===== src/rtl/uart_ctrl_pkg.sv =====
// Shared types and the round-robin pick function for the UART TX scheduler.
// Imported by the arbiter and the scheduler top.
package uart_ctrl_pkg;

  typedef enum logic [1:0] {
    IDLE    = 2'd0,
    ISSUE   = 2'd1,
    SENDING = 2'd2
  } sched_state_t;

  localparam int W_OUT_DEF         = 16;
  localparam int BITS_PER_WORD_DEF = 8;
  localparam int N_REQ_MAX         = 32;

  // First set bit of req at or after ptr, wrapping n_req-1 -> 0.
  // Scans from the far end so the nearest hit is the last one written.
  function automatic int rr_pick(input logic [N_REQ_MAX-1:0] req,
                                 input int                   n_req,
                                 input int                   ptr);
    int idx;
    rr_pick = ptr;
    for (int k = N_REQ_MAX - 1; k >= 0; k--) begin
      if (k < n_req) begin
        idx = ptr + k;
        if (idx >= n_req) idx = idx - n_req;
        if (req[idx[4:0]]) rr_pick = idx;
      end
    end
  endfunction

endpackage


===== src/rtl/rr_arbiter.sv =====
// Round-robin arbiter: combinational grant index from the priority pointer,
// pointer moves just past the winner whenever a grant is taken.
module rr_arbiter
  import uart_ctrl_pkg::*;
#(
  parameter  int N_REQ = 4,
  localparam int PW    = (N_REQ > 1) ? $clog2(N_REQ) : 1
) (
  input  logic             clk,
  input  logic             rstn,
  input  logic [N_REQ-1:0] req,
  input  logic             advance,
  output logic [PW-1:0]    gid,
  output logic             any,
  output logic [PW-1:0]    ptr
);

  logic [N_REQ_MAX-1:0] req_ext;

  always_comb begin
    req_ext              = '0;
    req_ext[N_REQ-1:0]   = req;
    gid                  = PW'(rr_pick(req_ext, N_REQ, int'(ptr)));
    any                  = |req;
  end

  // Explicit wrap keeps non-power-of-two requester counts legal.
  always_ff @(posedge clk) begin
    if (!rstn) begin
      ptr <= '0;
    end else if (advance) begin
      ptr <= (gid == PW'(N_REQ - 1)) ? '0 : gid + PW'(1);
    end
  end

endmodule


===== src/rtl/uart_tx_rr_scheduler.sv =====
// Shares one UART transmitter between N_REQ requesters: round-robin capture,
// valid/ready issue to the UART, then a per-requester done pulse at frame end.
module uart_tx_rr_scheduler
  import uart_ctrl_pkg::*;
#(
  parameter  int N_REQ         = 4,
  parameter  int W_OUT         = W_OUT_DEF,
  parameter  int BITS_PER_WORD = BITS_PER_WORD_DEF,
  localparam int GW            = (N_REQ > 1) ? $clog2(N_REQ) : 1
) (
  input  logic                        clk,
  input  logic                        rstn,
  input  logic [N_REQ-1:0]            req_en,
  input  logic [N_REQ-1:0]            req_valid,
  input  logic [N_REQ-1:0][W_OUT-1:0] req_data,
  output logic [N_REQ-1:0]            req_ready,
  output logic [N_REQ-1:0]            req_done,
  output logic                        m_valid,
  output logic [W_OUT-1:0]            m_data,
  input  logic                        m_ready,
  output logic [GW-1:0]               grant_id,
  output logic                        busy
);

  if ((W_OUT % BITS_PER_WORD) != 0) begin : g_bad_width
    $error("W_OUT must be a multiple of BITS_PER_WORD");
  end

  sched_state_t     state;
  sched_state_t     state_next;
  logic             guard;
  logic [N_REQ-1:0] eligible;
  logic [GW-1:0]    arb_gid;
  logic [GW-1:0]    arb_ptr;
  logic             arb_any;
  logic             capture;

  assign eligible = req_valid & req_en;
  assign capture  = (state == IDLE) && arb_any;

  rr_arbiter #(
    .N_REQ (N_REQ)
  ) u_arb (
    .clk     (clk),
    .rstn    (rstn),
    .req     (eligible),
    .advance (capture),
    .gid     (arb_gid),
    .any     (arb_any),
    .ptr     (arb_ptr)
  );

  always_ff @(posedge clk) begin
    if (rstn) assert (int'(arb_ptr) < N_REQ);
  end

  always_ff @(posedge clk) begin
    if (!rstn) state <= IDLE;
    else       state <= state_next;
  end

  always_comb begin
    state_next = state;
    unique case (state)
      IDLE:    if (arb_any)            state_next = ISSUE;
      ISSUE:   if (m_ready)            state_next = SENDING;
      SENDING: if (!guard && m_ready)  state_next = IDLE;
      default:                         state_next = IDLE;
    endcase
  end

  // The UART only lowers ready a cycle after acceptance, so the first
  // SENDING cycle must not treat a still-high m_ready as end of frame.
  always_comb begin
    req_ready = '0;
    req_done  = '0;
    m_valid   = 1'b0;
    busy      = (state != IDLE);
    case (state)
      IDLE:    if (arb_any)           req_ready[arb_gid]  = 1'b1;
      ISSUE:                          m_valid             = 1'b1;
      SENDING: if (!guard && m_ready) req_done[grant_id]  = 1'b1;
      default: ;
    endcase
  end

  always_ff @(posedge clk) begin
    if (!rstn) begin
      m_data   <= '0;
      grant_id <= '0;
      guard    <= 1'b0;
    end else begin
      guard <= (state == ISSUE) && m_ready;
      if (capture) begin
        m_data   <= req_data[arb_gid];
        grant_id <= arb_gid;
      end
    end
  end

endmodule

===== config.mk =====
export PLATFORM = sky130hd
export DESIGN_NAME = uart_tx_rr_scheduler
export DESIGN_NICKNAME = d
export VERILOG_FILES = /design/src/rtl/uart_ctrl_pkg.sv /design/src/rtl/rr_arbiter.sv /design/src/rtl/uart_tx_rr_scheduler.sv
export SDC_FILE = /design/constraint.sdc
export NUM_CORES = 1
export LEC_CHECK = 0
export ABC_CLOCK_PERIOD_IN_PS = 4500
export CORE_MARGIN = 3
export CORE_UTILIZATION = 41
export DETAILED_ROUTE_END_ITERATION = 10
export PLACE_DENSITY = 0.89
export SYNTH_ARGS = -nofsm -noshare
export SYNTH_HDL_FRONTEND = slang
export SYNTH_SLANG_ARGS = --single-unit

===== constraint.sdc =====
create_clock -name clk -period 4.5 [get_ports clk]
set_input_delay 0.45 -clock clk [delete_from_list [all_inputs] [get_ports clk]]
set_output_delay 0.45 -clock clk [all_outputs]
set_load 0.1 [all_outputs]

==> After elaboration in Yosys (flattened, before gate mapping) <==
Cells that the tools add are included.
{ "word_totals": {"regBits": 23, "latch_bits": 0, "ramBits": 0, "mem_bits_ro": 0, "inputBits": 75, "out_inout_bits": 28, "wordCells": 74, "memories": 0} }
{ "classes": {"add_sub_neg": 8, "mul": 0, "div_mod_pow": 0, "magnitude_cmp": 12, "eq_ne": 6, "shifts": 0, "muxes": 32, "n_bitwise": 1, "reduce_logical": 10} }
{ "ops": {"columns": ["cell", "count"], "rows": [
  ["greater-or-equal comparator 32 x 4 -> 1 bit (second input constant)", 3],
  ["binary-select mux 16 bit (select 2 bit)", 1],
  ["less-than comparator 5 x 6 -> 1 bit (second input constant)", 4],
  ["binary-select mux 1 bit (select 5 bit)", 4],
  ["two-way mux 5 bit", 4],
  ["two-way mux 16 bit", 1],
  ["two-way mux 2 bit", 8],
  ["two-way mux 4 bit", 4],
  ["subtractor 3 x 3 -> 4 bit (second input constant)", 3],
  ["two-way mux 1 bit", 7],
  ["adder 2 x 2 -> 3 bit (second input constant)", 2],
  ["less-than comparator 2 x 3 -> 1 bit (second input constant)", 2],
  ["inequality test 2 bit (second input constant)", 3],
  ["one-hot mux 2 bit (3 select lines)", 1],
  ["logical AND 1 bit", 5],
  ["AND 4 bit", 1],
  ["demux 1 bit (select 2 bit)", 2],
  ["== test 2 bit (second input constant)", 2],
  ["greater-or-equal comparator 2 x 1 -> 1 bit (second input constant)", 2],
  ["OR reduction 4 bit", 1],
  ["subtractor 2 x 3 -> 4 bit (second input constant)", 1],
  ["adder 2 x 1 -> 3 bit (second input constant)", 1],
  ["greater-or-equal comparator 2 x 3 -> 1 bit (second input constant)", 1],
  ["AND reduction 3 bit", 1],
  ["other kinds (5)", 5]
]} }

==> Logic depth before layout (Yosys ltp) <==
Gate-level depths: netlist of run 1.
{ "depth": {"depth_word": 15, "ltp_mapped": 12, "depth_no_buf": 10} }

==> Cells and area by module <==
From an unflattened synthesis of run 1, not the netlist that was laid out.
{ "hier_totals": {"hier_cells": 142, "hier_area_um2": 1547.7} }
{ "modules_own_cells": {"columns": ["mod", "instances", "cells_each", "area_each_um2", "seq_area_each_um2"], "rows": [
  ["uart_tx_rr_scheduler", 1, 95, 1158.6, 420.4],
  ["rr_arbiter", 1, 47, 389.1, 40.0]
]} }

==> Least setup slack after synthesis of run 1 <==
No wires, ideal clock.
{ "synth_path": {"kind": "register -> output", "startpoint": "register grant_id[1]", "endpoint": "output port req_done[2]", "arrival_time_ns": 4.022, "required_ns": 4.050, "slack_ns": 0.028, "stages_incl_launch_ff": 3, "cell_sequence": "dfxtp_1 inv_1 nor4_1"} }
{ "synth_between": {"elab_chain_cells": 6} }
{ "synth_rtl": {"columns": ["item", "line", "source"], "rows": [
  ["start: declaration", "uart_tx_rr_scheduler.sv:21", "output logic [GW-1:0] grant_id,"],
  ["start signal: assignment", "uart_tx_rr_scheduler.sv:96", "grant_id <= arb_gid;"],
  ["less-than comparator 2 x 3 -> 1 bit (implied by the code) or greater-or-equal comparator 2 x 1 -> 1 bit (tied branches)", "uart_tx_rr_scheduler.sv:82", "SENDING: if (!guard && m_ready) req_done[grant_id] = 1'b1;"],
  ["logical AND 1 bit (implied by the code)", "uart_tx_rr_scheduler.sv:82", null],
  ["two-way mux 1 bit (implied by the code)", "uart_tx_rr_scheduler.sv:82", null],
  ["demux 1 bit (select 2 bit) *", "uart_tx_rr_scheduler.sv:82", null],
  ["two-way mux 4 bit *", "uart_tx_rr_scheduler.sv:82", null],
  ["two-way mux 4 bit *", "uart_tx_rr_scheduler.sv:79", "case (state)"],
  ["end: declaration", "uart_tx_rr_scheduler.sv:17", "output logic [N_REQ-1:0] req_done,"]
]} }
Every way passes the cells marked *; elsewhere a longest branch is shown, timed or not.

==> Worst setup path after layout of run 1 <==
{ "layout_path": {"startpoint": "register u_arb.ptr[0]", "endpoint": "output port req_ready[3]"} }
{ "layout_between": {"elab_chain_cells": 15} }
{ "layout_rtl": {"columns": ["item", "line", "source"], "rows": [
  ["start: declaration", "rr_arbiter.sv:15", "output logic [PW-1:0] ptr"],
  ["start signal: assignment", "rr_arbiter.sv:32", "ptr <= (gid == PW'(N_REQ - 1)) ? '0 : gid + PW'(1);"],
  ["adder 2 x 2 -> 3 bit", "uart_ctrl_pkg.sv:24", "idx = ptr + k;"],
  ["greater-or-equal comparator 32 x 4 -> 1 bit or subtractor 3 x 3 -> 4 bit (tied branches)", "uart_ctrl_pkg.sv:25", "if (idx >= n_req) idx = idx - n_req;"],
  ["two-way mux 5 bit", "uart_ctrl_pkg.sv:25", null],
  ["binary-select mux 1 bit (select 5 bit)", "uart_ctrl_pkg.sv:26", "if (req[idx[4:0]]) rr_pick = idx;"],
  ["two-way mux 1 bit (implied by the code)", "uart_ctrl_pkg.sv:26", null],
  ["two-way mux 2 bit (3 in series)", "uart_ctrl_pkg.sv:26", null],
  ["two-way mux 2 bit *", "uart_ctrl_pkg.sv:26", null],
  ["less-than comparator 2 x 3 -> 1 bit (implied by the code) or greater-or-equal comparator 2 x 1 -> 1 bit (tied branches)", "uart_tx_rr_scheduler.sv:80", "IDLE: if (arb_any) req_ready[arb_gid] = 1'b1;"],
  ["logical AND 1 bit (implied by the code)", "uart_tx_rr_scheduler.sv:80", null],
  ["two-way mux 1 bit (implied by the code)", "uart_tx_rr_scheduler.sv:80", null],
  ["demux 1 bit (select 2 bit) *", "uart_tx_rr_scheduler.sv:80", null],
  ["two-way mux 4 bit *", "uart_tx_rr_scheduler.sv:80", null],
  ["two-way mux 4 bit *", "uart_tx_rr_scheduler.sv:79", null],
  ["end: declaration", "uart_tx_rr_scheduler.sv:16", "output logic [N_REQ-1:0] req_ready,"]
]} }
Every way passes the cells marked *; elsewhere a longest branch is shown, timed or not. The select of a mux whose other input is x is not followed.

==> results of run 1 <==
==> registers in the layout (all words and copies together) (netlist names) <==
signal and cells:
grant_id 2, guard 1, m_data 16, state 2
u_arb.ptr 2
==> stage by stage <==
step                      cells  setup WS (ns)
after floorplan             180         0.0284
after global placement      324           1.02
after detailed placement    324          0.931
after CTS                   328          0.631
after global routing        328          0.436
final                       328          0.648
==> kinds of logic (layout without fill, tap and decap cells) <==
group	count (synthesis)	count (layout)	synth area share, %
AND/OR/NAND/NOR	63	63	17.8
buffers and inverters	15	113	6.36
XOR/XNOR	1	1	1.56
flip-flops	23	23	26.0
AO/OA/AOI/OAI	38	38	22.7
adder cells (fa/ha/maj)	4	4	2.83
multiplexers	36	36	22.7
==> worst reg2reg max path, cell delays in order, from the launching register on <==
cell                       delay (ns)
sky130_fd_sc_hd__dfxtp_1         0.77
sky130_fd_sc_hd__inv_1           0.21
sky130_fd_sc_hd__ha_1            0.45
sky130_fd_sc_hd__mux4_2          0.34
sky130_fd_sc_hd__o32a_4          0.36
sky130_fd_sc_hd__xnor2_4         0.39
sky130_fd_sc_hd__buf_12          0.28
sky130_fd_sc_hd__mux2i_1         0.29
sky130_fd_sc_hd__o221ai_2        0.13
==> placed cells by master (no fill, tap or decap), types with 4 or more instances in the layout <==
master	Yosys	layout
sky130_fd_sc_hd__clkdlybuf4s50_1	0	98
sky130_fd_sc_hd__mux2i_1	33	33
sky130_fd_sc_hd__nand2_1	23	23
sky130_fd_sc_hd__dfxtp_1	23	23
sky130_fd_sc_hd__o221ai_2	11	11
sky130_fd_sc_hd__nor2_1	9	9
sky130_fd_sc_hd__nor2b_1	8	8
sky130_fd_sc_hd__a21oi_1	6	6
sky130_fd_sc_hd__nand3_1	6	6
sky130_fd_sc_hd__o221ai_1	5	5
sky130_fd_sc_hd__buf_12	2	5
sky130_fd_sc_hd__and2_1	4	4
sky130_fd_sc_hd__ha_1	4	4
==> worst max-delay path by stage <==
stage            startpoint            to  slack, ns  cells after the start
2_1_floorplan   grant_id[1]   req_done[2]       0.03                      2
5_1_grt        u_arb.ptr[0]  req_ready[3]       0.44                      8
3_5_place_dp   u_arb.ptr[0]  req_ready[3]       0.93                      8
3_3_place_gp   u_arb.ptr[0]  req_ready[3]       1.02                      8
4_1_cts        u_arb.ptr[0]  req_ready[3]       0.63                      8
6_report       u_arb.ptr[0]  req_ready[3]       0.65                      8
==> routing by layer <==
metal | GRT usage [%] | vias up | share of wire (%)
met5 | 0 | - | 0
met4 | 5.22 | 0 | 1.1
met3 | 3.65 | 4 | 5.7
met2 | 35.8 | 63 | 53
met1 | 25.0 | 832 | 40
li1 | - | 881 | -
==> final cells by class <==
cell class | count | area (sq um) | area share, %
Multi-Input combinational cell | 142 | 1200 | 41.6
Timing Repair Buffer | 105 | 1100 | 38.1
Sequential cell | 23 | 460 | 16.0
Tap cell | 50 | 62.6 | 2.18
Clock buffer | 4 | 45.0 | 1.57
Inverter | 4 | 15.0 | 0.522
==> where the power goes <==
group | total (mW) | leakage (nW) | internal [mW] | switching, mW
clock network | 0.130 | 0.0228 | 0.0632 | 0.0666
logic | 1.88 | 0.861 | 0.662 | 1.21
registers | 0.362 | 0.189 | 0.289 | 0.0722
==> impl_metrics.prom, run 1 <==
# TYPE chip_impl_metric gauge
chip_impl_info{name="outcome",value="finished, final reports clean"} 1
chip_impl_info{name="crit_type",value="reg2out"} 1
chip_impl_metric{name="whs_path_depth",unit=""} 2
chip_impl_metric{name="first_pass_grt_wire_length",unit="mm"} 8.36
chip_impl_info{name="path_cells",value="inv_1 -> ha_1 -> mux4_2 -> o32a_4 -> xnor2_4 -> ha_1 -> and2_1 -> buf_12"} 1
chip_impl_info{name="rsz0062_at_grt",value="false"} 1
chip_impl_info{name="synth.top_cells.by_area",value="sky130_fd_sc_hd__dfxtp_1, sky130_fd_sc_hd__mux2i_1, sky130_fd_sc_hd__o221ai_2, sky130_fd_sc_hd__nand2_1, sky130_fd_sc_hd__ha_1"} 1
chip_impl_metric{name="clock_tree.buffer_depth",unit=""} 2
chip_impl_metric{name="final_hold_viol_count",unit=""} 0
chip_impl_metric{name="row_count",unit=""} 23
chip_impl_info{name="netlist_top_cells_count",value="sky130_fd_sc_hd__mux2i_1, sky130_fd_sc_hd__dfxtp_1, sky130_fd_sc_hd__nand2_1, sky130_fd_sc_hd__o221ai_2, sky130_fd_sc_hd__nor2_1"} 1
chip_impl_info{name="ctsRootBufferMaster",value="sky130_fd_sc_hd__clkbuf_8"} 1
chip_impl_metric{name="power-per-cell-area",unit="mW/mm^2"} 824
chip_impl_metric{name="globalRoute.totalOverflow",unit=""} 0
chip_impl_metric{name="portBuffers",unit=""} 102
chip_impl_metric{name="total_power",unit="mW"} 2.37
chip_impl_metric{name="reg2reg_setup_slack",unit="ns"} 1.15
chip_impl_metric{name="grt_start_max_net_pins",unit=""} 29
chip_impl_info{name="worst_hold_startpoint",value="m_data[12]"} 1
chip_impl_metric{name="ctsHoldBuffers",unit=""} 0
chip_impl_metric{name="post_layout_utilization_of_the_core",unit="%"} 70.4
chip_impl_metric{name="core_region_area",unit="sq mm"} 0.00409
chip_impl_metric{name="cts_made_buffers",unit=""} 3
chip_impl_metric{name="fp.dieW",unit="um"} 71.7
chip_impl_metric{name="htree_num_levels",unit=""} 1
chip_impl_info{name="cp_slowest_cell",value="sky130_fd_sc_hd__dfxtp_1"} 1
chip_impl_metric{name="synth.top_cell.area_share",unit="%"} 26.0
chip_impl_info{name="cts_tree",value="yes"} 1
chip_impl_metric{name="remaining_drc_errors",unit=""} 0
chip_impl_metric{name="post_synth_instance_area",unit="sq mm"} 0.00177
chip_impl_metric{name="timing_worst_slew_pin_value",unit="ns"} 1.22
chip_impl_metric{name="syn_avg_cell_area",unit="sq um"} 9.83
chip_impl_info{name="startpoint_kind_of_the_worst_setup_timing_path",value="flip-flop"} 1
chip_impl_metric{name="post_synth_inst_count",unit=""} 180
chip_impl_metric{name="synthArstFlopShare",unit="%"} 0
chip_impl_metric{name="via_density",unit=""} 5.43
chip_impl_metric{name="worst-endpoint-arrival",unit="ns"} 3.40
chip_impl_metric{name="detail_route.first_pass.iterations",unit=""} 5
chip_impl_metric{name="vias",unit=""} 1780
chip_impl_metric{name="die_height",unit="um"} 71.7
chip_impl_metric{name="clk_pin_slew_worst_paths",unit="ns"} 0.08
chip_impl_metric{name="syn-num-nets",unit=""} 259
chip_impl_metric{name="synth-seq-area-share",unit="%"} 26.0
chip_impl_metric{name="first_iter_violations",unit=""} 60
chip_impl_metric{name="clock_latency",unit="ns"} 0.26
chip_impl_metric{name="floorplan.initialDensity",unit="%"} 43.3
chip_impl_metric{name="first_global_vias",unit=""} 1792
chip_impl_info{name="yosys.area.top_type",value="sky130_fd_sc_hd__dfxtp_1"} 1
chip_impl_metric{name="worst_case_clock_skew",unit="ns"} 0.00627
chip_impl_metric{name="final_layout_size_suffix_gt1_share",unit="%"} 11.2
chip_impl_metric{name="detailed_place.area",unit="sq mm"} 0.00283
chip_impl_metric{name="synth_enable_flop_cells",unit=""} 0
chip_impl_metric{name="die_area",unit="sq mm"} 0.00514
chip_impl_metric{name="antenna_cells_inserted",unit=""} 0
chip_impl_metric{name="cellLeakagePower",unit="nW"} 1.07
chip_impl_info{name="holdPathEnd",value="m_data[12]"} 1
chip_impl_info{name="min-delay-path-class",value="reg2reg"} 1
chip_impl_metric{name="timing.final.crit_share",unit="%"} 85.6
chip_impl_metric{name="worst_r2r_path_depth",unit=""} 8
chip_impl_metric{name="antenna_left",unit=""} 0
chip_impl_info{name="yosys.cell_count.top_type",value="sky130_fd_sc_hd__mux2i_1"} 1
chip_impl_metric{name="timing_max_transition_violations_final",unit=""} 0
chip_impl_metric{name="period_needed",unit="ns"} 3.85
chip_impl_metric{name="grt_antenna_before_repair",unit=""} 0
chip_impl_metric{name="nets",unit=""} 358
chip_impl_metric{name="finalSetupTns",unit="ns"} 0
chip_impl_metric{name="cts_resized",unit=""} 0
chip_impl_metric{name="cpPeakStageDelay",unit="ns"} 0.77
chip_impl_metric{name="finalWeightedCongestion",unit=""} 0.866
chip_impl_metric{name="hold-worst-slack",unit="ns"} 0.472
chip_impl_info{name="synth-main-ff-cell",value="sky130_fd_sc_hd__dfxtp_1"} 1
chip_impl_metric{name="post-cts-setup-buffer-count",unit=""} 0
chip_impl_metric{name="grt_use_total",unit="%"} 20.2
chip_impl_metric{name="flow.area_growth_from_synthesis",unit="%"} 62.5
chip_impl_metric{name="maxCapViolations",unit=""} 0
chip_impl_metric{name="design.portCount",unit=""} 103
chip_impl_info{name="setup.worst_path.end_class",value="output port"} 1
chip_impl_info{name="worst_r2r_startpoint",value="u_arb.ptr[0]"} 1
chip_impl_metric{name="vdd.ir_drop.worst",unit="uV"} 581
chip_impl_metric{name="numClockSinks",unit=""} 23
chip_impl_metric{name="route.detailed.wl_per_inst",unit="um"} 16.1
chip_impl_metric{name="yosys.cell_types.count",unit=""} 45
chip_impl_metric{name="postRouteWirelength",unit="mm"} 5.28
chip_impl_metric{name="place.detailed.hpwl",unit="mm"} 4.21
chip_impl_info{name="worst_path_dominant_cell_family",value="flip-flops"} 1
chip_impl_info{name="cpMostUsedCell",value="sky130_fd_sc_hd__ha_1"} 1
chip_impl_metric{name="worst-path-max-fanout",unit=""} 17
chip_impl_metric{name="n_fill_cell",unit=""} 318
chip_impl_metric{name="finish.instance_area",unit="sq mm"} 0.00288
chip_impl_metric{name="count_of_final_setup_violators",unit=""} 0
chip_impl_metric{name="maximum_clock_rate",unit="GHz"} 0.260
chip_impl_metric{name="yosysWarnings",unit=""} 0
chip_impl_metric{name="critical_path_required",unit="ns"} 4.05
chip_impl_metric{name="synth-seq-cells",unit=""} 23
chip_impl_metric{name="slew_headroom",unit="%"} 18.8
chip_impl_metric{name="critPathBufInv",unit=""} 2
chip_impl_info{name="r2r_end",value="m_data[5]"} 1
Note: power is estimated with default switching activity, not from simulation.
==> inputs of run 2 (changes only) <==
--- a/config.mk
+++ b/config.mk
@@ -6,9 +6,9 @@
 export NUM_CORES = 1
 export LEC_CHECK = 0
 export ABC_CLOCK_PERIOD_IN_PS = 4500
-export CORE_MARGIN = 3
 export CORE_UTILIZATION = 41
 export DETAILED_ROUTE_END_ITERATION = 10
+export GPL_ROUTABILITY_DRIVEN = 0
 export PLACE_DENSITY = 0.89
 export SYNTH_ARGS = -nofsm -noshare
 export SYNTH_HDL_FRONTEND = slang
==> run 2 against run 1 <==
Compared with the run above: critical endpoint unchanged; power is essentially flat; sequential share of layout area is essentially flat; register-to-register slack lost 0.12 ns; routed wire length shrank 3.4%; final cell count grew 0.30%; non-clock buffer count grew 1; cell area shrank 0.17%; critical path depth is the same.
==> impl_metrics.prom, run 2 (synthesis results as in run 1) <==
# TYPE chip_impl_metric gauge
chip_impl_info{name="worst_setup_path_startpoint",value="u_arb.ptr[0]"} 1
chip_impl_info{name="layout.cells.most_common_list",value="sky130_fd_sc_hd__clkdlybuf4s50_1, sky130_fd_sc_hd__mux2i_1, sky130_fd_sc_hd__nand2_1, sky130_fd_sc_hd__dfxtp_1, sky130_fd_sc_hd__o221ai_2"} 1
chip_impl_metric{name="critical_path_required",unit="ns"} 4.05
chip_impl_metric{name="fp.dieW",unit="um"} 67.7
chip_impl_metric{name="timing.final.crit_share",unit="%"} 88.4
chip_impl_metric{name="place.detailed.hpwl",unit="mm"} 4.09
chip_impl_metric{name="core_region_area",unit="sq mm"} 0.00406
chip_impl_info{name="cts_tree",value="yes"} 1
chip_impl_metric{name="floorplan.initialDensity",unit="%"} 43.6
chip_impl_metric{name="globalRoute.totalOverflow",unit=""} 0
chip_impl_metric{name="die_height",unit="um"} 67.7
chip_impl_metric{name="final_layout_size_suffix_gt1_share",unit="%"} 11.5
chip_impl_info{name="rsz0062_at_grt",value="false"} 1
chip_impl_metric{name="clock_tree.buffer_depth",unit=""} 2
chip_impl_metric{name="maximum_clock_rate",unit="GHz"} 0.251
chip_impl_metric{name="nets",unit=""} 359
chip_impl_info{name="cpMostUsedCell",value="sky130_fd_sc_hd__ha_1"} 1
chip_impl_info{name="worst_r2r_startpoint",value="u_arb.ptr[0]"} 1
chip_impl_metric{name="cellLeakagePower",unit="nW"} 1.07
chip_impl_metric{name="final_cells",unit=""} 329
chip_impl_metric{name="flow.area_growth_from_synthesis",unit="%"} 62.2
chip_impl_metric{name="place_inst",unit=""} 325
chip_impl_info{name="registers.top_by_ff_count",value="m_data"} 1
chip_impl_info{name="setup.worst_path.end_class",value="output port"} 1
chip_impl_metric{name="postRouteWirelength",unit="mm"} 5.10
chip_impl_metric{name="clock_latency",unit="ns"} 0.26
chip_impl_metric{name="timing_worst_slew_pin_value",unit="ns"} 1.17
chip_impl_info{name="crit_type",value="reg2out"} 1
chip_impl_metric{name="final_hold_viol_count",unit=""} 0
chip_impl_metric{name="count_of_final_setup_violators",unit=""} 0
chip_impl_metric{name="antenna_left",unit=""} 0
chip_impl_metric{name="via_density",unit=""} 5.40
chip_impl_metric{name="design.portCount",unit=""} 103
chip_impl_metric{name="clk_pin_slew_worst_paths",unit="ns"} 0.09
chip_impl_info{name="cp_slowest_cell",value="sky130_fd_sc_hd__dfxtp_1"} 1
chip_impl_info{name="worst_hold_startpoint",value="m_data[10]"} 1
chip_impl_metric{name="number_of_flip_flops_in_the_largest_register",unit=""} 16
chip_impl_metric{name="worst-path-max-fanout",unit=""} 17
chip_impl_metric{name="die_area",unit="sq mm"} 0.00458
chip_impl_metric{name="power-per-cell-area",unit="mW/mm^2"} 825
chip_impl_info{name="outcome",value="finished, final reports clean"} 1
chip_impl_metric{name="ctsHoldBuffers",unit=""} 0
chip_impl_metric{name="portBuffers",unit=""} 102
chip_impl_metric{name="grt_start_max_net_pins",unit=""} 18
chip_impl_info{name="worst_path_dominant_cell_family",value="flip-flops"} 1
chip_impl_metric{name="slew_headroom",unit="%"} 21.6
chip_impl_info{name="path_cells",value="inv_1 -> ha_1 -> mux4_2 -> o32a_4 -> xnor2_4 -> ha_1 -> and2_1 -> buf_12"} 1
chip_impl_metric{name="antenna_cells_inserted",unit=""} 0
chip_impl_metric{name="grt_antenna_before_repair",unit=""} 0
chip_impl_info{name="ctsRootBufferMaster",value="sky130_fd_sc_hd__clkbuf_8"} 1
chip_impl_metric{name="first_pass_grt_wire_length",unit="mm"} 7.66
chip_impl_metric{name="htree_num_levels",unit=""} 1
chip_impl_metric{name="first_iter_violations",unit=""} 62
chip_impl_metric{name="detail_route.first_pass.iterations",unit=""} 4
chip_impl_metric{name="maxCapViolations",unit=""} 0
chip_impl_metric{name="worst_case_clock_skew",unit="ns"} 0.00686
chip_impl_metric{name="row_count",unit=""} 23
chip_impl_metric{name="route.detailed.wl_per_inst",unit="um"} 15.5
chip_impl_metric{name="numClockSinks",unit=""} 23
chip_impl_info{name="startpoint_kind_of_the_worst_setup_timing_path",value="flip-flop"} 1
chip_impl_metric{name="vias",unit=""} 1778
chip_impl_metric{name="worst-endpoint-arrival",unit="ns"} 3.53
chip_impl_metric{name="vdd.ir_drop.worst",unit="uV"} 538
chip_impl_metric{name="grt_use_total",unit="%"} 22.0
chip_impl_metric{name="cts_resized",unit=""} 0
chip_impl_metric{name="cts_made_buffers",unit=""} 3
chip_impl_info{name="min-delay-path-class",value="reg2reg"} 1
chip_impl_metric{name="period_needed",unit="ns"} 3.98
chip_impl_metric{name="first_global_vias",unit=""} 1671
chip_impl_metric{name="cpPeakStageDelay",unit="ns"} 0.77
chip_impl_metric{name="critPathBufInv",unit=""} 2
chip_impl_info{name="mostFrequentLayoutCell",value="sky130_fd_sc_hd__clkdlybuf4s50_1"} 1
chip_impl_metric{name="timing_max_transition_violations_final",unit=""} 0
chip_impl_metric{name="remaining_drc_errors",unit=""} 0
chip_impl_metric{name="post-cts-setup-buffer-count",unit=""} 0
chip_impl_metric{name="finalSetupTns",unit="ns"} 0
-- run 2: changes by cell type in the layout (fill, tap and decap cells not counted), sizes merged --
cell | before | now
buf | 7 | 8
-- run 2: cell type report --
class,count,area (sq um)
clock buffer,4,45.0
fill,339,1190
inverter,4,15.0
multi-input combinational,142,1200
sequential,23,460
tap,50,62.6
timing repair buffer,106,1090
-- run 2: tightest hold or removal path, cell delays in order (launching register included) --
cell and delay [ns]:
sky130_fd_sc_hd__dfxtp_1 0.34, sky130_fd_sc_hd__nand2_1 0.05, sky130_fd_sc_hd__o221ai_1 0.06
-- run 2: final timing paths --
path	cells after the start	endpoint	slack, ns
max	8	req_ready[3]	0.52
min	2	m_data[10]	0.47
max reg2reg	8	m_data[0]	1.03
min reg2reg	2	m_data[10]	0.47
-- run 2: routing by layer --
layer  up-vias  global-route usage (%)  wire length, um
li1        881                       -                -
met1       825                    25.3             1950
met2        68                    42.1             2800
met3         4                    3.89              321
met4         0                    3.19               29
met5         -                       0                0
-- run 2: per-stage QoR --
step	area, sq um	hold slack, ns	total power, mW	util (%)	setup WS, ns
final	2870	0.474	2.37	70.7	0.522
after global routing	2870	0.498	2.48	70.7	0.285
after CTS	2870	0.477	2.38	70.7	0.502
after detailed placement	2830	0.454	2.25	69.6	0.807
after global placement	2830	0.444	2.22	69.6	0.881
after floorplan	1770	0.596	1.90	-	0.0284
-- run 2: power breakdown --
group / switching [mW] / internal (mW)
sequential: 0.0746 / 0.290
combinational: 1.21 / 0.659
clock: 0.0668 / 0.0632
total: 1.36 / 1.01
